### src/rtl/acc_arbiter_ctrl.sv
// acc_arbiter_ctrl: round-robin sequencer that shares one external accumulator
// between two requesters. A granted job can first clear the accumulator, then
// streams LEN operands into it over valid/ready. It then returns the sum, a
// sticky overflow flag and a one-cycle done pulse to the owner.
module acc_arbiter_ctrl #(
  parameter int WIDTH = 8,
  parameter int CNT_W = 4
) (
  input  logic             clock,
  input  logic             reset,
  input  logic [1:0]       req,
  input  logic [1:0]       req_clr,
  input  logic [CNT_W-1:0] req_len0,
  input  logic [CNT_W-1:0] req_len1,
  input  logic [1:0]       op_valid,
  input  logic [WIDTH-1:0] op_data0,
  input  logic [WIDTH-1:0] op_data1,
  output logic [1:0]       op_ready,
  output logic [1:0]       grant,
  output logic [1:0]       done,
  output logic [WIDTH-1:0] result,
  output logic             ovf,
  output logic [WIDTH-1:0] acc_in,
  output logic             acc_update,
  input  logic [WIDTH-1:0] acc_out
);

  typedef enum logic [1:0] {IDLE, CLEAR, ACCUM, DONE} state_t;

  state_t           state_reg, state_next;
  logic             owner_reg, owner_next;   // requester currently served
  logic             last_reg, last_next;     // requester served most recently
  logic [CNT_W-1:0] cnt_reg, cnt_next;       // operands still to accept
  logic [WIDTH-1:0] result_reg, result_next;
  logic             ovf_reg, ovf_next;

  logic             pick;
  logic             clr_pick;
  logic [CNT_W-1:0] len_pick;
  logic             own_valid;
  logic [WIDTH-1:0] own_data;
  logic [WIDTH:0]   sum;

  // Arbitration choice and the owner's operand path with its carry-out.
  always_comb begin
    pick      = (req == 2'b11) ? ~last_reg : req[1];
    clr_pick  = req_clr[pick];
    len_pick  = pick ? req_len1 : req_len0;
    own_valid = op_valid[owner_reg];
    own_data  = owner_reg ? op_data1 : op_data0;
    sum       = {1'b0, acc_out} + {1'b0, own_data};
  end

  // Next-state logic and the combinational accumulator drive.
  always_comb begin
    state_next  = state_reg;
    owner_next  = owner_reg;
    last_next   = last_reg;
    cnt_next    = cnt_reg;
    result_next = result_reg;
    ovf_next    = ovf_reg;
    acc_in      = '0;
    acc_update  = 1'b0;
    case (state_reg)
      IDLE: begin
        if (|req) begin
          owner_next = pick;
          cnt_next   = len_pick;
          ovf_next   = 1'b0;
          if (clr_pick) begin
            state_next = CLEAR;
          end else if (len_pick != '0) begin
            state_next = ACCUM;
          end else begin
            // Empty job without clear: the accumulator keeps its value.
            state_next  = DONE;
            result_next = acc_out;
          end
        end
      end
      CLEAR: begin
        // Adding the two's-complement negation leaves the accumulator at zero.
        acc_in     = ~acc_out + WIDTH'(1);
        acc_update = 1'b1;
        if (cnt_reg != '0) begin
          state_next = ACCUM;
        end else begin
          state_next  = DONE;
          result_next = '0;
        end
      end
      ACCUM: begin
        if (own_valid) begin
          acc_in     = own_data;
          acc_update = 1'b1;
          cnt_next   = cnt_reg - CNT_W'(1);
          ovf_next   = ovf_reg | sum[WIDTH];
          if (cnt_reg == CNT_W'(1)) begin
            state_next  = DONE;
            result_next = sum[WIDTH-1:0];
          end
        end
      end
      DONE: begin
        last_next  = owner_reg;
        state_next = IDLE;
      end
      default: state_next = IDLE;
    endcase
  end

  // State register; last_reg resets to 1 so requester 0 wins the first tie.
  always_ff @(posedge clock or posedge reset) begin
    if (reset) begin
      state_reg  <= IDLE;
      owner_reg  <= 1'b0;
      last_reg   <= 1'b1;
      cnt_reg    <= '0;
      result_reg <= '0;
      ovf_reg    <= 1'b0;
    end else begin
      state_reg  <= state_next;
      owner_reg  <= owner_next;
      last_reg   <= last_next;
      cnt_reg    <= cnt_next;
      result_reg <= result_next;
      ovf_reg    <= ovf_next;
    end
  end

  // Per-requester decode of grant, ready and done from the state.
  generate
    for (genvar gi = 0; gi < 2; gi++) begin : g_req
      assign grant[gi]    = (state_reg != IDLE)  && (owner_reg == 1'(gi));
      assign op_ready[gi] = (state_reg == ACCUM) && (owner_reg == 1'(gi));
      assign done[gi]     = (state_reg == DONE)  && (owner_reg == 1'(gi));
    end
  endgenerate

  assign result = result_reg;
  assign ovf    = ovf_reg;

endmodule

### config.mk
export PLATFORM = sky130hd
export DESIGN_NAME = acc_arbiter_ctrl
export DESIGN_NICKNAME = d
export VERILOG_FILES = /design/src/rtl/acc_arbiter_ctrl.sv
export SDC_FILE = /design/constraint.sdc
export NUM_CORES = 1
export LEC_CHECK = 0
export BUFFER_PORTS_ARGS = -buffer_cell sky130_fd_sc_hd__clkbuf_2
export CAP_MARGIN = 10
export CORE_MARGIN = 8
export CORE_UTILIZATION = 47
export CTS_BUF_LIST = sky130_fd_sc_hd__clkbuf_4
export CTS_CLUSTER_SIZE = 8
export DETAILED_ROUTE_END_ITERATION = 16
export PLACE_DENSITY = 0.9
export SLEW_MARGIN = 10
export SYNTH_ARGS = -nofsm -noshare
export SYNTH_HDL_FRONTEND = slang
export SYNTH_SLANG_ARGS = --single-unit
### constraint.sdc
create_clock -name clock -period 2.8 [get_ports clock]
set_input_delay 0.28 -clock clock [delete_from_list [all_inputs] [get_ports clock]]
set_output_delay 0.28 -clock clock [all_outputs]
set_load 0.05 [all_outputs]
==> flow_metrics.py <==
metrics = {
    "clock_network": {
        "clock-sinks": 17,
        "cts_max_path_buffers": 2,
        "cts_buffers": 3,
        "worstSkewPairLatency_ns": 0.29,
        "cts_resized": 0,
        "clk_pin_slew_ns": 0.10,
        "ctsHoldBuffers": 0,
        "cts-root-buf": "clkbuf_4",
        "cts_tree": "yes",
        "cts_setup_buffers": 0,
        "cts_max_level": 1,
    },
    "floorplanning": {
        "core-area_sq_um": 3660,
        "initial_core_util_pct": 49.1,
        "dieWidth_um": 77.9,
        "rows": 22,
        "io_pins": 64,
        "die_y_um": 77.9,
        "die_area_sq_um": 6060,
    },
    "logic_synthesis": {
        "ys_warn_count": 0,
        "synth_flop_cell": "dfrtp_1",
        "synth_seq_cells": 17,
        "syn_inst": 204,
        "ys_seq_area_share_pct": 23.7,
        "yosysUniqueCellTypes": 46,
        "syn_nets": 260,
        "synthArstFlopShare_pct": 100,
        "avgSynthCellArea_sq_um": 8.82,
        "syn_area_sq_um": 1800,
        "synth_edf_count": 0,
    },
    "route": {
        "drc": 0,
        "num_vias": 1781,
        "avgRoutedWirePerCell_um": 15.4,
        "routed_via_density": 5.62,
        "drt-total-wl_um": 4890,
        "drt_iter0_drc": 110,
        "drt_pass1_iterations": 4,
        "antenna_left": 0,
    },
    "placement": {
        "hpwl_um": 4120,
        "portBuffers": 63,
        "finalWeightedCongestion": 1.01,
    },
    "power_and_ir_drop": {
        "peakVddDrop_mv": 0.804,
        "cellLeakagePower_nw": 1.06,
        "p_per_area_nw_per_um2": 1220,
        "power_w": 0.00270,
    },
    "final_layout": {
        "diodes": 0,
        "largest_reg_flops": 8,
        "drive_gt1_share_pct": 37.2,
        "nNetsFinal": 326,
        "syn2layout_area_growth_pct": 22.7,
        "fill_cells": 300,
    },
    "critical_path": {
        "reg2regPathDepth": 7,
        "path_class": "reg -> reg",
        "setup.worst_path.end_class": "flip-flop",
        "cp-start-kind": "flip-flop",
        "arrival_ns": 2.83,
        "cp_max_fo": 9,
        "required_ns": 2.98,
    },
    "timing": {
        "relSlewSlack_pct": 57.3,
        "finalCritPeriodShare_pct": 94.8,
        "max_freq_ghz": 0.377,
        "rsz0062_at_grt": "no",
        "period_needed_ns": 2.65,
        "fin_setup_tns_ns": 0,
        "worst_clock_skew_ns": 0.00266,
        "hold_viol_final": 0,
        "finalSetupViolCount": 0,
        "slew_viol_final": 0,
        "worstMarginPinSlew_ns": 0.640,
    },
    "grt": {
        "grt-ovfl-total": 0,
        "grt_pass1_vias": 1804,
        "grt_pass1_wl_um": 8150,
        "grt_antenna_before_repair": 0,
        "grt_use_total_pct": 15.9,
        "grt_max_degree": 21,
    },
    "run_status": {
        "outcome": "completed",
    },
    "min_path": {
        "hold_class": "in -> async",
    },
    "flow_run": {
        "cap_violations": 0,
    },
}
cells by family (layout without fill, tap and decap cells):
logic type	Yosys count	in the layout	synth area share, %
simple gates	63	63	19.0
fa+ha+maj	16	16	11.5
xor+xnor	8	8	3.89
compound gates	50	50	20.0
mux	26	26	15.9
flops	17	17	23.7
buf+inv	24	89	5.98
placed cells by master (no fill, tap or decap), types with 2 or more instances in the layout:
cell,synthesis,final
nor3_1,4,4
clkbuf_2,0,63
xnor2_1,7,7
o21bai_1,2,2
and2_1,2,2
mux2_2,21,21
inv_1,15,15
nor2_1,11,11
dfrtp_1,16,15
nand2b_1,4,4
nor3b_1,4,4
nand2_1,10,10
ha_1,15,15
a211oi_1,3,3
o21ai_0,13,13
a22oi_1,8,8
nand3b_1,2,2
nand3_1,6,6
nor2b_1,14,14
mux2i_1,5,5
o32ai_1,3,3
o211ai_1,2,2
buf_4,1,7
a21oi_1,7,7
o21a_1,3,3
clkbuf_4,0,4
routing by layer:
| metal | part of all wire, % | wire length [um] | global-route usage [%] | vias up |
|---|---|---|---|---|
| met1 | 40 | 1940 | 18.6 | 817 |
| met5 | 0 | 0 | 0 | - |
| met2 | 49 | 2420 | 26.8 | 82 |
| met4 | 3.1 | 152 | 8.49 | 0 |
| li1 | - | - | - | 868 |
| met3 | 7.8 | 380 | 2.88 | 14 |
synthesized netlist by cell type (2+ instances only):
| cell type | n | area, sq um |
|---|---|---|
| a21oi_1 | 7 | 35.0 |
| o21ai_0 | 13 | 65.1 |
| inv_1 | 15 | 56.3 |
| ha_1 | 15 | 188 |
| o32ai_1 | 3 | 26.3 |
| mux2_2 | 21 | 236 |
| a22oi_1 | 8 | 60.1 |
| nor2_1 | 11 | 41.3 |
| mux2i_1 | 5 | 50.1 |
| nand2b_1 | 4 | 25.0 |
| o21bai_1 | 2 | 15.0 |
| nor3b_1 | 4 | 30.0 |
| nand3_1 | 6 | 30.0 |
| o211ai_1 | 2 | 15.0 |
| o21a_1 | 3 | 22.5 |
| nor2b_1 | 14 | 87.6 |
| and2_1 | 2 | 12.5 |
| a211oi_1 | 3 | 22.5 |
| nand3b_1 | 2 | 15.0 |
| dfrtp_1 | 16 | 400 |
| nand2_1 | 10 | 37.5 |
| xnor2_1 | 7 | 61.3 |
| nor3_1 | 4 | 20.0 |
| clkbuf_1 | 5 | 18.8 |
final timing paths:
| path | endpoint | slack [ns] | start |
|---|---|---|---|
| max | result[7] | 0.15 | owner_reg |
| min | cnt_reg[1] | 0.04 | reset |
| max reg2reg | result[7] | 0.15 | owner_reg |
| min reg2reg | result[4] | 0.52 | result[4] |
| max in group asynchronous | owner_reg | 2.31 | reset |
| min in group clock | owner_reg | 0.34 | req[0] |
metrics by stage:
stage               worst slack, ns  hold WS [ns]  utilization, %  area, sq um  std cells
CTS                          0.0637        0.0645            60.3         2210        317
global placement              0.269         0.370            59.4         2180        313
floorplan                     0.122         0.205               -         1800        204
detailed placement           0.0887         0.390            59.4         2180        313
finish                        0.147        0.0437            60.3         2210        317
global route                 0.0785        0.0852            60.3         2210        317
worst max-delay path, stage by stage (launching register included):
cell,delay (ns)
dfrtp_2,0.49
mux2_2,0.39
ha_1,0.29
a211oi_1,0.45
nor3_1,0.12
o21ai_0,0.18
mux2_2,0.36
mux2_2,0.26
power by group:
part | internal (W) | switching, W | total [W]
Sequential | 0.000373 | 0.0000978 | 0.000471
Clock | 0.0000650 | 0.0000779 | 0.000143
Combinational | 0.000770 | 0.00132 | 0.00209
Total | 0.00121 | 0.00149 | 0.00270
layout make-up:
class                   instances  area (sq um)  area share (%)
flip-flops and latches         17           428            19.4
clock buffers                   4          30.0            1.36
repair buffers                 70           368            16.7
inverters                      15          56.3            2.55
multi-input cells             163          1260            57.3
well taps                      48          60.1            2.72
No activity file was read; power rests on OpenSTA's default activity.
